--- config.mk ---
export PLATFORM = sky130hd
export DESIGN_NAME = fifo_wr_arbiter
export DESIGN_NICKNAME = d
export VERILOG_FILES = /design/src/rtl/fifo_wr_arb_pkg.sv /design/src/rtl/fifo_wr_arbiter_rr_pick.sv /design/src/rtl/fifo_wr_arbiter.sv
export SDC_FILE = /design/constraint.sdc
export NUM_CORES = 1
export LEC_CHECK = 0
export ABC_CLOCK_PERIOD_IN_PS = 2000
export BUFFER_PORTS_ARGS = -buffer_cell sky130_fd_sc_hd__buf_2
export CORE_MARGIN = 2
export CORE_UTILIZATION = 41
export DETAILED_ROUTE_END_ITERATION = 8
export PLACE_DENSITY_LB_ADDON = 0.05
export SLEW_MARGIN = 25
export SYNTH_ARGS = -nofsm -noshare
export SYNTH_HDL_FRONTEND = slang
export SYNTH_HIERARCHICAL = 1
export SYNTH_SLANG_ARGS = --single-unit
export TNS_END_PERCENT = 1
--- constraint.sdc ---
create_clock -name clk -period 2 [get_ports clk]
set_input_delay 0.3 -clock clk [delete_from_list [all_inputs] [get_ports clk]]
set_output_delay 0.3 -clock clk [all_outputs]
set_load 0.02 [all_outputs]
--- src/rtl/fifo_wr_arb_pkg.sv ---
// Shared types and constants for the FIFO write-port round-robin arbiter.
// The stats counter widths apply only when FIFO_WR_ARB_STATS_EN is defined.
package fifo_wr_arb_pkg;

    typedef enum logic {
        IDLE  = 1'b0,
        GRANT = 1'b1
    } state_t;

    localparam int STALL_CNT_W = 16;
    localparam int TOK_CNT_W   = 16;

    function automatic int clog2(input int v);
        int r;
        r = 0;
        while ((1 << r) < v) r++;
        return r;
    endfunction

endpackage

--- src/rtl/fifo_wr_arbiter_rr_pick.sv ---
// Combinational round-robin picker: first set bit of req_i scanning last_i+1, last_i+2, ... mod N.
// Kept standalone so read-side schedulers can reuse it.
module rr_pick
    import fifo_wr_arb_pkg::*;
#(
    parameter int N = 4,
    parameter int W = clog2(N)
) (
    input  logic [N-1:0] req_i,
    input  logic [W-1:0] last_i,
    output logic [W-1:0] idx_o,
    output logic         any_o
);

    logic         found;
    int           cand;
    logic [W-1:0] cand_idx;

    always_comb begin
        idx_o    = '0;
        found    = 1'b0;
        cand     = 0;
        cand_idx = '0;
        for (int i = 1; i <= N; i++) begin
            cand     = (int'(last_i) + i) % N;
            cand_idx = W'(cand);
            if (!found && req_i[cand_idx]) begin
                idx_o = cand_idx;
                found = 1'b1;
            end
        end
    end

    assign any_o = |req_i;

endmodule

--- src/rtl/fifo_wr_arbiter.sv ---
// Round-robin arbiter sharing one token FIFO write port between N_REQ producers, BURST tokens per grant.
// Optional FIFO_WR_ARB_STATS_EN adds stall_cnt and per-producer tok_cnt outputs.
module fifo_wr_arbiter
    import fifo_wr_arb_pkg::*;
#(
    parameter int N_REQ = 4,
    parameter int SIZE  = 8,
    parameter int BURST = 4
) (
    input  logic                      clk,
    input  logic                      rst,
    input  logic [N_REQ-1:0]          req,
    input  logic [N_REQ*SIZE-1:0]     data,
    output logic [N_REQ-1:0]          ack,
    input  logic                      fifo_full,
    output logic                      fifo_enw,
    output logic [SIZE-1:0]           fifo_datain,
    output logic [clog2(N_REQ)-1:0]   grant_id,
    output logic                      busy
`ifdef FIFO_WR_ARB_STATS_EN
    ,
    output logic [STALL_CNT_W-1:0]    stall_cnt,
    output logic [N_REQ*TOK_CNT_W-1:0] tok_cnt
`endif
);

    localparam int ID_W  = clog2(N_REQ);
    localparam int CNT_W = clog2(BURST) + 1;

    state_t            state_q;
    logic [ID_W-1:0]   owner_q;
    logic [ID_W-1:0]   last_q;
    logic [CNT_W-1:0]  cnt_q;
    logic [ID_W-1:0]   pick_idx;
    logic              pick_any;
    logic              owner_req;
    logic              accept;

    rr_pick #(
        .N (N_REQ),
        .W (ID_W)
    ) u_pick (
        .req_i  (req),
        .last_i (last_q),
        .idx_o  (pick_idx),
        .any_o  (pick_any)
    );

    // rst gates accept so nothing is written or acked in a reset cycle
    assign owner_req   = req[owner_q];
    assign accept      = rst & (state_q == GRANT) & owner_req & ~fifo_full;
    assign fifo_enw    = accept;
    assign fifo_datain = accept ? data[owner_q*SIZE +: SIZE] : '0;
    assign ack         = accept ? (N_REQ'(1) << owner_q) : '0;
    assign busy        = (state_q == GRANT);
    assign grant_id    = owner_q;

    always_ff @(posedge clk) begin
        if (!rst) begin
            state_q <= IDLE;
            owner_q <= '0;
            last_q  <= ID_W'(N_REQ - 1);
            cnt_q   <= '0;
        end else begin
            case (state_q)
                IDLE: begin
                    if (pick_any) begin
                        owner_q <= pick_idx;
                        cnt_q   <= '0;
                        state_q <= GRANT;
                    end
                end
                GRANT: begin
                    if (!owner_req) begin
                        state_q <= IDLE;
                        last_q  <= owner_q;
                    end else if (accept) begin
                        cnt_q <= cnt_q + 1'b1;
                        if (cnt_q == CNT_W'(BURST - 1)) begin
                            state_q <= IDLE;
                            last_q  <= owner_q;
                        end
                    end
                end
                default: state_q <= IDLE;
            endcase
        end
    end

`ifdef FIFO_WR_ARB_STATS_EN
    logic stall;
    assign stall = (state_q == GRANT) & owner_req & fifo_full;

    always_ff @(posedge clk) begin
        if (!rst) begin
            stall_cnt <= '0;
            tok_cnt   <= '0;
        end else begin
            if (stall && (stall_cnt != '1))
                stall_cnt <= stall_cnt + 1'b1;
            if (accept)
                tok_cnt[owner_q*TOK_CNT_W +: TOK_CNT_W] <= tok_cnt[owner_q*TOK_CNT_W +: TOK_CNT_W] + 1'b1;
        end
    end
`else
    // no statistics counters in this build
`endif

endmodule

== Yosys cells after proc, flatten, opt, wreduce, memory -nomap -nowiden ==
Cells that the tools add are included.
Word-level totals
  flip-flop bits (word level): 8
  bits of input ports: 39
  output and inout bits: 16
  word-level logic and storage cells: 68
Operators by class
  add/sub/neg operators: 5
  magnitude comparators: 5
  eq/ne operators: 6
  shifts and indexed selects: 2
  multiplexer cells: 31
  bitwise operators: 5
  reduce and logical (&&, ||, !) cells: 10
Operators by type and width (count)
  variable part select 32 x 6 -> 8 bit: 1
  < comparator 2 x 3 -> 1 bit (second input constant): 5
  2-to-1 mux 2 bit: 7
  2-to-1 mux 1 bit: 12
  binary-select mux 1 bit (select 2 bit): 5
  2-to-1 mux 3 bit: 3
  2-to-1 mux 8 bit: 1
  != test 2 x 1 -> 1 bit (second input constant): 4
  one-hot mux 3 bit (2 select lines): 1
  AND reduction 3 bit: 2
  adder 2 x 1 -> 2 bit (second input constant): 2
  adder 2 bit (second input constant): 2
  2-to-1 mux 4 bit: 1
  OR reduction 4 bit: 1
  << shifter 1 x 2 -> 4 bit (first input constant): 1
  adder 3 x 1 -> 3 bit (second input constant): 1
  AND 1 bit: 3
  equality test 3 x 2 -> 1 bit (second input constant): 1
  logical AND 1 bit: 3
  zero test 1 bit: 3
  != test 2 bit (second input constant): 1
  inverter 1 bit: 2
  one-hot mux 1 bit (2 select lines): 1
  AND reduction 2 bit: 1

== Depth between registers and ports, before layout ==
  depth after elaboration: 13
  depth in mapped cells: 6
  depth with buffers taken out: 6

== Modules after synthesis ==
The synthesis kept the hierarchy.
By module, submodules not included
  fifo_wr_arbiter: instances 1, cells an instance 74, area an instance 757.0 um^2
  rr_pick: instances 1, cells an instance 14, area an instance 81.3 um^2

== Least setup slack after synthesis ==
OpenSTA, ideal clock, no wires.
  path type: register to output
  start: register state_q, in the netlist busy
  end: output port ack[1]
  data arrival time: 1.610 ns
  path slack: 0.090 ns
  stages on the path, launching flop included: 5
  cells stage by stage: dfxtp_1 and3b_1 clkbuf_1 nand2_1 nor3b_1
On the way
  cells in the longest elaborated chain, start to end: 4
RTL lines
  from (decl): line fifo_wr_arbiter.sv:30  | state_t state_q;
  from (signal assigned): line fifo_wr_arbiter.sv:60  | state_q <= IDLE;
  from (signal assigned): line fifo_wr_arbiter.sv:70  | state_q <= GRANT;
  from (signal assigned): line fifo_wr_arbiter.sv:75  | state_q <= IDLE;
  AND 1 bit (3 in series): line fifo_wr_arbiter.sv:51  | assign accept = rst & (state_q == GRANT) & owner_req & ~fifo_full;
  2-to-1 mux 4 bit: line fifo_wr_arbiter.sv:54  | assign ack = accept ? (N_REQ'(1) << owner_q) : '0;
  to (decl): line fifo_wr_arbiter.sv:14  | output logic [N_REQ-1:0] ack,
No other way between the ends.

== Final worst setup path ==
  start: register owner_q[0], in the netlist grant_id[0]
  end: output port fifo_datain[0]
On the way
  cells in the longest elaborated chain, start to end: 5
RTL lines
  from (decl): line fifo_wr_arbiter.sv:31  | logic [ID_W-1:0] owner_q;
  from (signal assigned): line fifo_wr_arbiter.sv:68  | owner_q <= pick_idx;
  parallel branches: the longest is 4 deep, another holds variable part select 32 x 6 -> 8 bit
  2-to-1 mux 8 bit (*): line fifo_wr_arbiter.sv:53  | assign fifo_datain = accept ? data[owner_q*SIZE +: SIZE] : '0;
  to (decl): line fifo_wr_arbiter.sv:17  | output logic [SIZE-1:0] fifo_datain,
Every way passes the cells marked *. The select of a mux whose other input is x is not followed.

==> results.toml <==
[outcome]
outcome = "complete, no violations"

[clock_network]
htreeDepth = 1
postCtsSetupBuffers = 0
clock-root-buffer = "clkbuf_4"
postCtsHoldBufs = 0
cts.reportedPaths.clkPinSlew_ns = 0.05
insertion_delay_ns = 0.25
cts_tree = "yes"
cts_sinks = 8
cts_buffer_depth = 2
cts_made_buffers = 3

[sta]
final_max_slew_viol_count = 0
finalHoldViolCount = 0
skew_ns = 0.003430
tightest_slew_ns = 0.2737
fin_tns_setup_ns = 0
finalCriticalPeriod_ns = 1.920
fin_crit_sh_pct = 96.00
finalSetupViolCount = 0
rsz0062_at_grt = "no"
slew_headroom_pct = 81.75
hold_slack_ns = 0.3387
fmax_mhz = 520.8

[grt]
grt_overflow = 0
grt_max_degree = 12
track_usage_pct = 19.42
grt_first_pass_wirelength_um = 3636
antenna_found_initial = 0
first_global_vias = 868

[floorplan]
rows = 16
fp.dieW_um = 49.22
die_area_um2 = 2422
core-area_um2 = 1942
io_pins = 55
start_util_pct = 43.17
die_h_um = 49.22

[logic_synthesis]
ys_warn_count = 6
syn-num-nets = 129
ys_seq_area_share_pct = 19.10
ys_ff_latch = 8
synth_area_per_cell_um2 = 9.526
yosysUniqueCellTypes = 33
synthesis.area_um2 = 838.3
syn_inst = 88

[worst_setup_path]
cp_max_fo = 5
rr_startpoint = "busy"
slowest_stage = "mux4_1"
slowest_delay_ns = 0.53
path_depth = 4
reg2reg_depth = 5
critPathTopFamily = "multiplexers"
path_buf_inv = 2
end_kind = "output pin"
criticalPathCategory = "reg2out"
path_cells = "buf_6 -> mux4_1 -> and3_1 -> buf_2"
start_kind = "flop"
arrival_ns = 1.62
critical_path_required_ns = 1.70
r2r-end = "last_q[0]"
r2r_slack_ns = 0.49

[worst_hold_path]
worstHoldPathType = "in2reg"
hold_start = "rst"
hold_depth = 2
hold_end = "last_q[1]"

[cells_and_area]
layout.nets = 186
nFillCells = 189
multi_input_area_um2 = 595.6
area_delta_synth_final_pct = 37.16
n_antenna_cell = 0
seqCellArea_um2 = 163.9
drive_gt1_share_pct = 51.75

[drt]
via_per_inst = 5.288
drt_first_pass_iters = 4
drt_iter0_drc = 18
wl_um = 2182
post_drt_wl_per_cell_um = 12.84
vias = 899
drt.antenna.violating_nets = 0
drc = 0

[power_and_ir_drop]
power_mw = 0.5394
leakagePower_nw = 0.5932
ir_drop_mv = 0.2028
power_density_nw_per_um2 = 469.1

[place]
port_buffers = 54
hpwl_um = 1765
place_congestion = 0.8002

[job]
drv_cap = 0
[synth_stat cells]
cell	count	area (um2)
o21ai_0	2	10.01
mux2i_1	4	40.04
nand3b_1	2	15.01
mux4_2	4	90.09
and3b_1	1	8.760
a21oi_1	3	15.01
buf_2	2	10.01
ha_1	2	25.02
nand2_1	8	30.03
nor3_1	2	10.01
o221ai_2	1	15.01
buf_4	1	7.510
inv_1	3	11.26
a31oi_1	1	6.260
mux4_1	5	131.4
clkbuf_2	1	5.000
nor3b_1	1	7.510
o21ai_2	1	8.760
nand4_1	3	18.77
nor2_1	3	11.26
and3_1	9	56.30
a21boi_1	1	7.510
o211ai_1	2	15.01
inv_2	1	3.750
nand2b_1	3	18.77
buf_6	3	33.78
clkbuf_1	1	3.750
nand3_1	3	15.01
dfxtp_1	8	160.2
nor2b_1	4	25.02
nand2_2	1	6.260
nand4b_1	1	8.760
a21o_1	1	7.510
[layout by cell type (no fill, tap or decap), drive strengths merged]
cell and instances:
a31oi 1, dfxtp 8, mux2i 4, nand2b 3, a21oi 3, o21ai 3, a21o 1, o211ai 2
ha 2, nor2b 4, nor3 2, nand3b 2, and3 9, nand4b 1, nor2 3, and3b 1
a21boi 1, inv 4, clkbuf 3, nand4 3, o221ai 1, buf 60, mux4 9, nand2 9
nor3b 1, nand3 3
[sequential cells by signal, summed over array words and instances, names as in the netlist]
| name | flops |
|---|---|
| grant_id | 2 |
| last_q | 2 |
| busy | 1 |
| cnt_q | 3 |
[cell type report]
class | count | area share (%)
Clock buffer | 3 | 1.959
Tap cell | 27 | 2.938
Inverter | 4 | 1.306
Multi-Input combinational cell | 68 | 51.80
Timing Repair Buffer | 60 | 27.75
Sequential cell | 8 | 14.25
[where the power goes]
| group | internal [mW] | leakage [nW] | switching, mW | total [mW] |
|---|---|---|---|---|
| sequential | 0.173 | 0.0663 | 0.0182 | 0.191 |
| combinational | 0.124 | 0.513 | 0.105 | 0.229 |
| clock | 0.0684 | 0.0138 | 0.0509 | 0.119 |
[routing by layer]
metal | global-route usage [%] | vias up | part of all wire, %
li1 | - | 448 | -
met1 | 23.71 | 410 | 44
met2 | 33.33 | 39 | 48
met3 | 3.681 | 2 | 6.9
met4 | 7.619 | 0 | 1.0
met5 | 0 | - | 0
[what timing repair did]
item / 4_1_cts / 5_1_grt
endpoints found under the setup margin: 5 / 2
resized for setup: 3 / 3
cloned: 1 / 0
[cells by family after synthesis]
kind of cell,count (synthesis),share of synthesized area (%)
buffers and inverters,12,8.954
AO/OA/AOI/OAI,12,10.15
adder cells (fa/ha/maj),2,2.985
AND/OR/NAND/NOR,41,27.61
multiplexers,13,31.20
flip-flops,8,19.10
[how the worst max path moves through the flow]
stage                      from              to  slack [ns]
floorplan                  busy          ack[1]        0.09
global placement    grant_id[0]  fifo_datain[0]        0.25
detailed placement  grant_id[0]  fifo_datain[7]        0.21
CTS                 grant_id[0]  fifo_datain[7]        0.04
global route               busy          ack[1]        0.01
finish              grant_id[0]  fifo_datain[0]        0.08
[through the flow]
step | area, um2 | std cells | utilization (%) | setup WS, ns
final | 1150 | 170 | 59.21 | 0.08002
after global routing | 1150 | 170 | 59.21 | 0.01237
after CTS | 1155 | 170 | 59.47 | 0.03964
after detailed placement | 1120 | 166 | 57.67 | 0.2148
after global placement | 1120 | 166 | 57.67 | 0.2451
after floorplan | 838.3 | 88 | - | 0.08984
[worst register-to-register path: cells and delay by family (launching register included)]
family | cells | cell delay, ns
AOI/OAI and AO/OA | 1 | 0.17
buffers and inverters | 1 | 0.19
DFF | 1 | 0.46
and+or+nand+nor | 3 | 0.59
(Power assumes the default switching activity.)
